==> config.mk <==
export PLATFORM = sky130hd
export DESIGN_NAME = tm1638_key_events
export DESIGN_NICKNAME = d
export VERILOG_FILES = /design/src/rtl/tm1638_pkg.sv /design/src/rtl/tm1638_evt_fifo.sv /design/src/rtl/tm1638_key_events.sv
export SDC_FILE = /design/constraint.sdc
export NUM_CORES = 1
export LEC_CHECK = 0
export BUFFER_PORTS_ARGS = -buffer_cell sky130_fd_sc_hd__buf_2
export CAP_MARGIN = 0
export CORE_MARGIN = 2
export CORE_UTILIZATION = 41
export DETAILED_ROUTE_END_ITERATION = 12
export SLEW_MARGIN = 20
export SYNTH_ARGS = -nofsm -noshare
export SYNTH_HDL_FRONTEND = slang
export SYNTH_HIERARCHICAL = 1
export SYNTH_SLANG_ARGS = --single-unit
==> constraint.sdc <==
create_clock -name clk -period 2.2 [get_ports clk]
set_input_delay 0.44 -clock clk [delete_from_list [all_inputs] [get_ports clk]]
set_output_delay 0.44 -clock clk [all_outputs]
set_load 0.1 [all_outputs]
==> src/rtl/tm1638_pkg.sv <==
// Shared definitions for the TM1638 key event path.
// Holds the event record layout and the press/release encoding.
package tm1638_pkg;

   localparam int NUM_KEYS  = 8;
   localparam int KEY_IDX_W = 3;
   localparam int EVT_W     = KEY_IDX_W + 1;
   localparam int CNT_W     = 4;

   localparam logic EVT_PRESSED  = 1'b1;
   localparam logic EVT_RELEASED = 1'b0;

   typedef struct packed {
      logic                 pressed;
      logic [KEY_IDX_W-1:0] key_idx;
   } key_evt_t;

   function automatic key_evt_t make_evt(input logic                 level,
                                         input logic [KEY_IDX_W-1:0] idx);
      key_evt_t e;
      e.pressed = level ? EVT_PRESSED : EVT_RELEASED;
      e.key_idx = idx;
      return e;
   endfunction

endpackage

==> src/rtl/tm1638_evt_fifo.sv <==
// First-word-fall-through event queue with wrap-bit pointers.
// A push into a full queue is accepted only when a pop happens on the same cycle.
module tm1638_evt_fifo #(
   parameter int DEPTH = 4,
   parameter int WIDTH = 4
) (
   input  logic             clk,
   input  logic             rst,
   input  logic             wr_en,
   input  logic [WIDTH-1:0] wr_data,
   output logic             wr_accept,
   output logic             rd_valid,
   input  logic             rd_ready,
   output logic [WIDTH-1:0] rd_data
);

   localparam int AW = $clog2(DEPTH);
   localparam logic [AW:0] PTR_ONE = {{AW{1'b0}}, 1'b1};

   logic [AW:0]      wr_ptr_q, wr_ptr_d;
   logic [AW:0]      rd_ptr_q, rd_ptr_d;
   logic [WIDTH-1:0] mem_q [DEPTH];
   logic [WIDTH-1:0] mem_d [DEPTH];
   logic             empty, full, pop;

   // Equal low bits with differing wrap bits means the writer lapped the reader.
   assign empty     = (wr_ptr_q == rd_ptr_q);
   assign full      = (wr_ptr_q[AW] != rd_ptr_q[AW]) &&
                      (wr_ptr_q[AW-1:0] == rd_ptr_q[AW-1:0]);
   assign pop       = !empty && rd_ready;
   assign wr_accept = wr_en && (!full || pop);
   assign rd_valid  = !empty;
   assign rd_data   = mem_q[rd_ptr_q[AW-1:0]];

   always_comb begin
      mem_d    = mem_q;
      wr_ptr_d = wr_ptr_q;
      rd_ptr_d = rd_ptr_q;
      if (wr_accept) begin
         mem_d[wr_ptr_q[AW-1:0]] = wr_data;
         wr_ptr_d                = wr_ptr_q + PTR_ONE;
      end
      if (pop) begin
         rd_ptr_d = rd_ptr_q + PTR_ONE;
      end
   end

   always_ff @(posedge clk or posedge rst) begin
      if (rst) begin
         wr_ptr_q <= '0;
         rd_ptr_q <= '0;
      end else begin
         wr_ptr_q <= wr_ptr_d;
         rd_ptr_q <= rd_ptr_d;
      end
   end

   // Storage needs no reset: entries are only visible between the pointers.
   always_ff @(posedge clk) begin
      mem_q <= mem_d;
   end

endmodule

==> src/rtl/tm1638_key_events.sv <==
// Debounces TM1638 key scans and turns accepted key changes into queued
// press/release events, lowest key index first.
module tm1638_key_events
   import tm1638_pkg::*;
#(
   parameter int DEBOUNCE_SCANS = 4,
   parameter int FIFO_DEPTH     = 4
) (
   input  logic                clk,
   input  logic                rst,
   input  logic [NUM_KEYS-1:0] keys_raw,
   input  logic                keys_valid,
   output logic [NUM_KEYS-1:0] keys_stable,
   output logic                evt_valid,
   input  logic                evt_ready,
   output logic [EVT_W-1:0]    evt_data,
   output logic                overflow,
   input  logic                clr_overflow
);

   localparam logic [CNT_W-1:0] CNT_LAST = CNT_W'(DEBOUNCE_SCANS - 1);
   localparam logic [CNT_W-1:0] CNT_ONE  = CNT_W'(1);

   logic [NUM_KEYS-1:0]            stable_q, stable_d;
   logic [NUM_KEYS-1:0]            pending_q, pending_d;
   logic [NUM_KEYS-1:0][CNT_W-1:0] cnt_q, cnt_d;
   logic                           overflow_q, overflow_d;
   logic [NUM_KEYS-1:0]            toggle, sel_mask;
   logic [KEY_IDX_W-1:0]           sel_idx;
   logic                           found, push_ok;
   key_evt_t                       push_evt;

   // A key flips only after DEBOUNCE_SCANS consecutive differing scans.
   always_comb begin
      cnt_d  = cnt_q;
      toggle = '0;
      if (keys_valid) begin
         for (int i = 0; i < NUM_KEYS; i++) begin
            if (keys_raw[i] == stable_q[i]) begin
               cnt_d[i] = '0;
            end else if (cnt_q[i] == CNT_LAST) begin
               cnt_d[i]  = '0;
               toggle[i] = 1'b1;
            end else begin
               cnt_d[i] = cnt_q[i] + CNT_ONE;
            end
         end
      end
      stable_d = stable_q ^ toggle;
   end

   // A second toggle before queuing cancels the pending change; a fresh toggle
   // on the key being pushed this cycle re-arms its pending bit.
   always_comb begin
      found   = 1'b0;
      sel_idx = '0;
      for (int i = 0; i < NUM_KEYS; i++) begin
         if (pending_q[i] && !found) begin
            found   = 1'b1;
            sel_idx = KEY_IDX_W'(i);
         end
      end
      sel_mask = '0;
      if (found) begin
         sel_mask[sel_idx] = 1'b1;
      end
      push_evt   = make_evt(stable_q[sel_idx], sel_idx);
      pending_d  = (pending_q & ~sel_mask) ^ toggle;
      overflow_d = overflow_q;
      if (clr_overflow) begin
         overflow_d = 1'b0;
      end
      if (found && !push_ok) begin
         overflow_d = 1'b1;
      end
   end

   always_ff @(posedge clk or posedge rst) begin
      if (rst) begin
         stable_q   <= '0;
         pending_q  <= '0;
         cnt_q      <= '0;
         overflow_q <= 1'b0;
      end else begin
         stable_q   <= stable_d;
         pending_q  <= pending_d;
         cnt_q      <= cnt_d;
         overflow_q <= overflow_d;
      end
   end

   tm1638_evt_fifo #(
      .DEPTH (FIFO_DEPTH),
      .WIDTH (EVT_W)
   ) u_fifo (
      .clk       (clk),
      .rst       (rst),
      .wr_en     (found),
      .wr_data   (push_evt),
      .wr_accept (push_ok),
      .rd_valid  (evt_valid),
      .rd_ready  (evt_ready),
      .rd_data   (evt_data)
   );

   assign keys_stable = stable_q;
   assign overflow    = overflow_q;

endmodule

==> run summary, run 1 <==
Status - finished, final reports clean
Comb pwr share - 47.4%
Cell taking the most area after synthesis - dfrtp_1
Synth unique cells - 50
Leak - 1.853 nW
CTS Hold Bufs - 0
Worst hold slack - 0.04292 ns
Power, Total - 5.648 mW
WL/cell - 12.91 um
CP peak stage delay - 0.56 ns
Async set-or-reset flop fraction in the synthesized netlist - 77.46%
Slew at the pin closest to its max-slew limit - 0.6082 ns
Tot GR Track Use - 13.97%
Htree depth - 3
Worst-path cell with the longest stage delay - or4_4
Antenna Violating Nets Remaining - 0
Gr ovfl total - 0
Most common cell after layout, fill and taps aside - dfrtp_1
Diodes inserted - 0
Final period util - 95.76%
Critical-path cell list - or4_4 -> or3_4 -> nor3_4 -> inv_2 -> and2_1 -> o41a_2
Vias in the first global route - 2355
First-pass GRT wire length - 10.87 mm
Number of flops mapped to enable cells by yosys - 16
FMAX - 0.4747 GHz
Cell count after synthesis - 326
Initial Utilization - 41.96%
Mapped cell area - 0.003623 sq mm
Gpl congestion - 0.7880
Largest net degree at the start of global routing - 50
Cell area after placement - 0.003956 sq mm
Synth Net Count - 352
Layout Area Growth over Synthesis - 14.50%
Final hold vios - 0
Clock sink count - 71
Ports - 27
Endpoint class of the critical path - flip-flop
Worst reg-to-reg path cell count - 6
P per Cell Area - 1361 mW/mm^2
Total routed wirelength - 6.183 mm
Die Ht - 98.01 um
MaxCap Viol Count - 0
Max Buffers Root-to-Sink - 2
Site Rows - 34
Sequential power share - 37.4%
Ys Warns - 6
Slew HR - 58.94%
Nets@finish - 393
Flops & latches, synth - 71
CTS root buf - clkbuf_8
CTS clock-pin slew for the worst setup and hold paths - 0.07 ns
Initial antenna violation count - 0
Peak supply drop - 0.7425 mV
CTS tree - built
CP Launch Type - flip-flop
Critical path depth in cells - 6
Power share of the clock group - 15.2%
1st-iter DRT viols - 88
Total CTS buffers - 9
Hold crit path type - in2async
Port bufs - 26
Drt via density - 5.129
Post-synthesis sequential area ratio - 51.24%
Max Slew Vio Count - 0
Core area - 0.008636 sq mm
Fin Clk Skew - 0.005791 ns
Chip width - 98.01 um
Router iterations before antenna repair - 4
NetSw - 2.662 mW
Worst EP required - 2.28 ns
Vias - 2457
Fillers - 804
Setup violators final - 0
Int Pwr - 2.986 mW
Average size of a mapped cell - 11.11 sq um
Most frequent cells in the layout - dfrtp_1, nand2_1, inv_1, buf_2, o21ai_0
Worst Path Buf+Inv - 1
Commonest register cell after synthesis - dfrtp_1
Layout cells sized above 1 - 18.06%
Min Tclk post-route - 2.107 ns
Post-layout instance area - 0.004149 sq mm
Crit Path Class - reg2reg
CP arrival - 2.18 ns
HPWL reported at the end of detailed placement - 4.519 mm
Yosys top cell area share - 37.98%
Switching Fraction - 47.14%
Worst-path maximum fanout - 4
Critical path's top delay family - simple AND/OR/NAND/NOR gates
Full die area - 0.009606 sq mm
Worst skew pair latency - 0.33 ns
Top cells by area, synth - dfrtp_1, edfxtp_1, ha_1
# DRC - 0
final cells by class:
cell class	count	area, sq um	share of cell area [%]
Sequential cell	71	1858	44.78
Timing Repair Buffer	38	247.7	5.971
Tap cell	108	135.1	3.257
Clock buffer	11	141.4	3.408
Clock inverter	4	22.52	0.5428
Inverter	30	112.6	2.714
Multi-Input combinational cell	217	1632	39.32
power by group through the flow:
stage	Combinational (mW)	Clock (mW)	Sequential [mW]
floorplan	1.66	0	2.59
global placement	2.60	0	2.14
detailed placement	2.64	0	2.17
CTS	2.68	0.906	2.12
global route	2.92	0.965	2.18
finish	2.68	0.858	2.11
timing repair:
| action | CTS | global route |
|---|---|---|
| endpoints found under the setup margin | 4 | 25 |
| setup buffers | 1 | 1 |
| endpoints found under the hold margin | 0 | 0 |
| gates resized for setup | 1 | 4 |
flip-flops by register name (all words and copies together) (netlist names):
name and count:
u_fifo/mem_q 16, pending_q 8, u_fifo/wr_ptr_q 3, u_fifo/rd_ptr_q 3, overflow 1, cnt_q 32, keys_stable 8
cell usage after synthesis, drive strengths merged (2+ instances only):
cell	number
o31ai	8
xnor2	11
nor4	3
o311ai	6
inv	30
a32o	3
and2	5
dfrtp	55
nand2	35
o21bai	2
nand4b	2
a22o	3
and3	7
o41ai	2
xor2	19
edfxtp	16
clkbuf	6
o211ai	2
buf	2
mux2	3
mux4	4
nand3	11
nor3	6
nor2	13
nand2b	7
o21ai	25
ha	13
a222oi	2
o22ai	2
mux2i	8
nor2b	4
layer usage:
| metal | part of all wire, % | track usage (%) | vias to the layer above |
|---|---|---|---|
| met4 | 0.81 | 3.419 | 0 |
| met2 | 48 | 22.81 | 31 |
| met5 | 0 | 0 | - |
| met1 | 47 | 17.92 | 1173 |
| li1 | - | - | 1249 |
| met3 | 3.6 | 4.868 | 4 |
through the flow:
stage / std cells / TNS, ns / util [%] / setup WS [ns]
after detailed placement: 462 / 0 / 45.81 / 0.02458
final: 479 / 0 / 48.04 / 0.09325
after CTS: 478 / 0 / 47.81 / 0.008303
after floorplan: 326 / 0 / - / 0.005566
after global routing: 479 / -0.1464 / 48.04 / -0.01417
after global placement: 462 / 0 / 45.81 / 0.04151
cell families (layout without fill, tap and decap cells):
logic type | count (synthesis) | after routing | synth area share [%]
compound gates | 62 | 62 | 12.60
xor+xnor | 30 | 30 | 7.977
flops | 71 | 71 | 51.24
mux | 15 | 15 | 6.146
buf+inv | 38 | 83 | 4.075
fa+ha+maj | 13 | 13 | 4.489
simple gates | 97 | 97 | 13.47
final timing paths:
path / from / slack [ns] / to
worst max-delay path: pending_q[2]$_DFF_PP0_ / 0.09 / u_fifo/mem_q[3]$_DFFE_PP_
worst min register to register: cnt_q[4]$_DFFE_PP0P_ / 0.50 / cnt_q[4]$_DFFE_PP0P_
worst min-delay path: rst / 0.04 / u_fifo/wr_ptr_q[1]$_DFFE_PP0P_
max in group asynchronous: rst / 1.82 / cnt_q[16]$_DFFE_PP0P_
worst max register to register: pending_q[2]$_DFF_PP0_ / 0.09 / u_fifo/mem_q[3]$_DFFE_PP_
min in group clk: clr_overflow / 0.31 / overflow$_DFFE_PP0P_
(Power assumes the default switching activity.)
==> run 2: changes to the inputs <==
--- a/config.mk
+++ b/config.mk
@@ -10,6 +10,7 @@
 export CORE_MARGIN = 2
 export CORE_UTILIZATION = 41
 export DETAILED_ROUTE_END_ITERATION = 12
+export HOLD_SLACK_MARGIN = 0.1
 export SLEW_MARGIN = 20
 export SYNTH_ARGS = -nofsm -noshare
 export SYNTH_HDL_FRONTEND = slang
==> run summary, run 2 (synthesis results as in run 1) <==
CP arrival - 2.18 ns (about the same)
Endpoint class of the critical path - flip-flop
Largest registers - cnt_q (32), u_fifo/mem_q (16)
Total CTS buffers - 9 (unchanged)
Switching Fraction - 47.12% (about the same)
Status - finished, final reports clean
Max Slew Vio Count - 0 (unchanged)
Largest net degree at the start of global routing - 50 (unchanged)
Slew HR - 58.94% (unchanged)
Sequential power share - 37.4% (about the same)
Peak supply drop - 0.7426 mV (about the same)
Layout cells sized above 1 - 18.01% (-0.049 points)
Vias in the first global route - 2357 (+0.085%)
Antenna Violating Nets Remaining - 0 (unchanged)
Core area - 0.008636 sq mm (unchanged)
Site Rows - 34 (unchanged)
Multi-input logic area - 0.001632 sq mm (unchanged)
WL/cell - 12.89 um (-0.14%)
Gr ovfl total - 0 (unchanged)
1st-iter DRT viols - 95 (+8.0%)
First-pass GRT wire length - 10.88 mm (+0.13%)
Clock sink count - 71 (unchanged)
Tot GR Track Use - 13.98% (+0.015 points)
Final hold vios - 0 (unchanged)
Fin Setup TNS - 0 ns (unchanged)
CTS clock-pin slew for the worst setup and hold paths - 0.07 ns (about the same)
Vias - 2462 (+0.20%)
Total routed wirelength - 6.187 mm (about the same)
Ports - 27 (unchanged)
Die Ht - 98.01 um (unchanged)
Nets@finish - 394 (+0.25%)
Largest register FFs - 32 (unchanged)
FMAX - 0.4747 GHz (about the same)
Crit Path Class - reg2reg
Comb pwr share - 47.4% (about the same)
Leak - 1.857 nW (+0.23%)
# DRC - 0 (unchanged)
R2r setup slk - 0.09 ns (about the same)
Port bufs - 26 (unchanged)
Most frequent cells in the layout - dfrtp_1, nand2_1, inv_1, buf_2, o21ai_0
Initial antenna violation count - 0 (unchanged)
Min Tclk post-route - 2.107 ns (-0.000006400 ns)
Worst-path maximum fanout - 4 (unchanged)
Worst EP required - 2.28 ns (about the same)
Power share of the clock group - 15.2% (about the same)
Drt via density - 5.129 (about the same)
Int Pwr - 2.987 mW (about the same)
Setup violators final - 0 (unchanged)
CTS root buf - clkbuf_8
CTS tree - built
Router iterations before antenna repair - 4 (unchanged)
NetSw - 2.662 mW (about the same)
Max Buffers Root-to-Sink - 2 (unchanged)
Worst skew pair latency - 0.33 ns (about the same)
Fillers - 803 (-0.12%)
Fin Clk Skew - 0.005786 ns (-0.000005140 ns)
Layout Area Growth over Synthesis - 14.78%
Slew at the pin closest to its max-slew limit - 0.6082 ns (unchanged)
Most common cell after layout, fill and taps aside - dfrtp_1
Hold crit path type - in2reg
Gpl congestion - 0.7880 (unchanged)
MaxCap Viol Count - 0 (unchanged)
FF+latch area - 0.001858 sq mm (unchanged)
HPWL reported at the end of detailed placement - 4.519 mm (unchanged)
DP Worst Slack - 0.02458 ns (unchanged)
Full die area - 0.009606 sq mm (unchanged)
P per Cell Area - 1358 mW/mm^2 (-0.22%)
CP Launch Type - flip-flop
Initial Utilization - 41.96% (unchanged)
Diodes inserted - 0 (unchanged)
Chip width - 98.01 um (unchanged)
Final worst slack - 0.09326 ns (+0.000006400 ns)
Final period util - 95.76% (about the same)
Biggest register - cnt_q
Htree depth - 3 (unchanged)
-- run 2: cell count changes in the layout (fill, tap and decap cells not counted), sizes merged --
cell and delta:
dlygate4sd3 +1
-- run 2: metal layers --
metal	vias to the layer above	GRT usage [%]	wire length, um
met3	4	4.868	225
met5	-	0	0
met1	1176	17.96	2913
met2	31	22.81	2997
met4	0	3.419	50
li1	1251	-	-
-- run 2: path summary, 6_finish.rpt --
| kind | startpoint | depth (start not counted) | end |
|---|---|---|---|
| worst max-delay path | pending_q[2]$_DFF_PP0_ | 6 | u_fifo/mem_q[3]$_DFFE_PP_ |
| worst min-delay path | clr_overflow | 2 | overflow$_DFFE_PP0P_ |
| worst max register to register | pending_q[2]$_DFF_PP0_ | 6 | u_fifo/mem_q[3]$_DFFE_PP_ |
| worst min register to register | cnt_q[4]$_DFFE_PP0P_ | 1 | cnt_q[4]$_DFFE_PP0P_ |
| max in group asynchronous | rst | 4 | cnt_q[7]$_DFFE_PP0P_ |
| min in group asynchronous | rst | 3 | u_fifo/wr_ptr_q[1]$_DFFE_PP0P_ |
-- run 2: metrics by stage --
step	std cells	total power [mW]	instance area [sq um]	utilization (%)	hold WS, ns
after floorplan	326	4.247	3623	-	0.2310
after global placement	462	4.742	3956	45.81	0.3989
after detailed placement	462	4.808	3956	45.81	0.3963
after CTS	479	5.711	4139	47.93	0.2927
after global routing	480	6.064	4159	48.16	0.3093
final	480	5.649	4159	48.16	0.3078
-- run 2: power groups by stage --
stage	Clock (mW)	Sequential [mW]	Combinational [mW]
after CTS	0.906	2.12	2.68
after detailed placement	0	2.17	2.64
after global routing	0.965	2.18	2.92
final	0.858	2.11	2.68
after floorplan	0	2.59	1.66
after global placement	0	2.14	2.60
-- run 2: area by class of cell --
class | instances | share of cell area (%)
Clock buffer | 11 | 3.400
Inverter | 30 | 2.708
Clock inverter | 4 | 0.5415
Multi-Input combinational cell | 217 | 39.23
Tap cell | 108 | 3.249
Timing Repair Buffer | 39 | 6.197
Sequential cell | 71 | 44.68
-- run 2: timing repair --
item / CTS / global route
hold buffers: 1 / 0
setup buffers: 1 / 1
gates resized for setup: 1 / 4
setup endpoints to repair: 4 / 25
hold endpoints to repair: 6 / 0
-- run 2: worst max-delay path: stages (launching register included) --
cell     delay [ns]
dfrtp_1        0.38
or4_4          0.56
or3_4          0.36
nor3_4         0.15
inv_2          0.07
and2_1         0.18
o41a_2         0.15
==> run 3: changes to the inputs <==
--- a/config.mk
+++ b/config.mk
@@ -14,5 +14,4 @@
 export SLEW_MARGIN = 20
 export SYNTH_ARGS = -nofsm -noshare
 export SYNTH_HDL_FRONTEND = slang
-export SYNTH_HIERARCHICAL = 1
 export SYNTH_SLANG_ARGS = --single-unit
==> constraint.sdc (replaced) <==
create_clock -name clk -period 2.4 [get_ports clk]
set_input_delay 0.48 -clock clk [delete_from_list [all_inputs] [get_ports clk]]
set_output_delay 0.48 -clock clk [all_outputs]
set_load 0.1 [all_outputs]
==> run summary, run 3 <==
Router iterations before antenna repair - 4 (unchanged)
CTS tree - built
Htree depth - 3 (unchanged)
First-pass GRT wire length - 10.97 mm (+0.83%)
Port bufs - 26 (unchanged)
Critical-path cell list - mux4_2 -> buf_2
Total CTS buffers - 9 (unchanged)
Post-synthesis sequential area ratio - 52.96% (+1.7 points)
Final period util - 94.51%
Largest register FFs - 32 (unchanged)
Hold crit path type - in2async
CP peak stage delay - 0.59 ns (+0.03 ns)
P per Cell Area - 1293 mW/mm^2 (-4.8%)
Post-synth top cells - dfrtp_1, nand2_1, o21ai_0, inv_1, xor2_1
Leak - 1.786 nW (-3.8%)
Top cells by area, synth - dfrtp_1, edfxtp_1, o21ai_0
CP Launch Type - flip-flop
Flops & latches, synth - 71 (unchanged)
MaxCap Viol Count - 0 (unchanged)
Antenna Violating Nets Remaining - 0 (unchanged)
Max Buffers Root-to-Sink - 2 (unchanged)
Min Tclk post-route - 2.268 ns
1st-iter DRT viols - 110 (+16%)
Gr ovfl total - 0 (unchanged)
Post-CTS setup buffers - 0 (-1)
Status - finished, final reports clean
Power, Total - 5.219 mW (-7.6%)
Worst EP required - 1.92 ns (-0.36 ns)
Initial antenna violation count - 0 (unchanged)
Slew at the pin closest to its max-slew limit - 0.5642 ns (-0.04408 ns)
CTS clock-pin slew for the worst setup and hold paths - 0.08 ns (about the same)
Ys Warns - 0 (-6)
Peak supply drop - 0.7233 mV (-2.6%)
HPWL reported at the end of detailed placement - 4.580 mm (+1.4%)
FMAX - 0.4409 GHz
Layout Area Growth over Synthesis - 15.13%
Most common cell in the netlist - dfrtp_1
Resize count post-CTS - 0 (-1)
Post-layout instance area - 0.004036 sq mm (-2.9%)
WL/cell - 13.26 um (+2.9%)
Worst skew pair latency - 0.34 ns (about the same)
Die Ht - 96.47 um (-1.6%)
CTS root buf - clkbuf_8
Worst-path cell with the longest stage delay - dfrtp_1
Biggest register - cnt_q
CTS Hold Bufs - 0 (-1)
Initial Utilization - 42.45% (+0.50 points)
Layout cells sized above 1 - 17.36% (-0.66 points)
Gpl congestion - 0.8431 (+7.0%)
Slew HR - 61.91% (+3.0 points)
Fin Setup TNS - 0 ns (unchanged)
Cell area after placement - 0.003776 sq mm (-4.6%)
Synth unique cells - 39 (-22%)
Fin Clk Skew - 0.01147 ns (+0.005679 ns)
Nets@finish - 384 (-2.5%)
# DRC - 0 (unchanged)
Worst-path maximum fanout - 7 (+3)
Core area - 0.008258 sq mm (-4.4%)
Clock sink count - 71 (unchanged)
Max Slew Vio Count - 0 (unchanged)
Worst hold slack - 0.1582 ns (-0.1496 ns)
Largest registers - cnt_q (32), u_fifo.mem_q (16)
Fillers - 750 (-6.6%)
Synth Net Count - 350 (-0.57%)
Largest net degree at the start of global routing - 26 (-48%)
Critical path's top delay family - flip-flops
Worst Path Buf+Inv - 1 (unchanged)
RSZ-0062 raised after global routing - false
Crit Path Class - reg2out
Setup violators final - 0 (unchanged)
Async set-or-reset flop fraction in the synthesized netlist - 77.46% (unchanged)
Diodes inserted - 0 (unchanged)
Drt via density - 5.056 (-1.4%)
Average size of a mapped cell - 10.82 sq um (-2.6%)
Full die area - 0.009306 sq mm (-3.1%)
Cell count after synthesis - 324 (-0.61%)
Yosys top cell area share - 39.26% (+1.3 points)
Mapped cell area - 0.003506 sq mm (-3.2%)
Most common cell after layout, fill and taps aside - dfrtp_1
Total routed wirelength - 6.205 mm (+0.29%)
Site Rows - 33 (-2.9%)
Tot GR Track Use - 15.54% (+1.6 points)
Vias - 2366 (-3.9%)
Ports - 27 (unchanged)
Cell taking the most area after synthesis - dfrtp_1
Number of flops mapped to enable cells by yosys - 16 (unchanged)
Chip width - 96.47 um (-1.6%)
Commonest register cell after synthesis - dfrtp_1
Final hold vios - 0 (unchanged)
CP arrival - 1.79 ns (-0.39 ns)
Most frequent cells in the layout - dfrtp_1, nand2_1, o21ai_0, buf_2, inv_1
Endpoint class of the critical path - primary output
Vias in the first global route - 2359 (+0.085%)
==> run 3: cell types whose count changed after synthesis, sizes merged, moves of 3 or more <==
cell    before  now
o311ai       6    2
nor3b        0    5
nor2        13    8
nor3         6    2
nand3b       0    6
a21oi        1    4
inv         30   24
nand3       11   16
a22o         3    0
o21ai       25   37
and2         5    8
or2          0    3
==> run 3: worst paths after layout <==
| path | depth (start not counted) | end | slack (ns) | from |
|---|---|---|---|---|
| worst max register to register | 5 | u_fifo.mem_q[7]$_DFFE_PP_ | 0.25 | pending_q[2]$_DFF_PP0_ |
| min in group clk | 2 | overflow$_DFFE_PP0P_ | 0.33 | clr_overflow |
| max in group asynchronous | 3 | keys_stable[0]$_DFF_PP0_ | 1.58 | rst |
| worst min register to register | 1 | u_fifo.wr_ptr_q[2]$_DFFE_PP0P_ | 0.50 | u_fifo.wr_ptr_q[2]$_DFFE_PP0P_ |
| worst max-delay path | 2 | evt_data[2] | 0.13 | u_fifo.rd_ptr_q[0]$_DFFE_PP0P_ |
| worst min-delay path | 2 | u_fifo.rd_ptr_q[2]$_DFFE_PP0P_ | 0.16 | rst |
==> run 3: area by class of cell <==
class	count	area [sq um]	area share (%)
tap	105	131.4	3.255
clock inverter	6	132.6	3.286
multi-input combinational	220	1523	37.72
clock buffer	10	127.6	3.162
sequential	71	1857	46.00
inverter	24	90.09	2.232
timing repair buffer	32	175.2	4.340
==> run 3: metal layers <==
layer	wire length, um	part of all wire, %	global-route usage, %	vias to the layer above
met3	247	4.0	5.198	10
met1	2971	48	20.40	1129
met2	2877	46	24.25	36
met4	108	1.7	5.282	0
met5	0	0	0	-
li1	-	-	-	1191
==> run 3: where the power goes <==
part | internal, mW | switching (mW) | leakage (nW) | total (mW)
combinational | 0.592 | 1.50 | 0.786 | 2.09
sequential | 1.56 | 0.328 | 0.873 | 1.89
clock | 0.794 | 0.446 | 0.126 | 1.24
total | 2.95 | 2.27 | 1.79 | 5.22
==> run 3: through the flow <==
step / setup slack, ns / utilization [%] / instances
3_3_place_gp: 0.3405 / 45.73 / 452
4_1_cts: 0.09115 / 48.88 / 468
3_5_place_dp: 0.2651 / 45.73 / 452
5_1_grt: 0.04407 / 48.88 / 468
6_report: 0.1318 / 48.88 / 468
2_1_floorplan: 0.2733 / - / 324
==> run 3: logic make-up after synthesis <==
| kind of cell | count (synthesis) | synth area share [%] |
|---|---|---|
| and+or+nand+nor | 107 | 16.10 |
| DFF | 71 | 52.96 |
| AOI/OAI and AO/OA | 58 | 10.21 |
| buffers and inverters | 33 | 3.605 |
| xor gates and xnor gates | 29 | 7.245 |
| muxes | 13 | 5.246 |
| adders and majority gates | 13 | 4.640 |
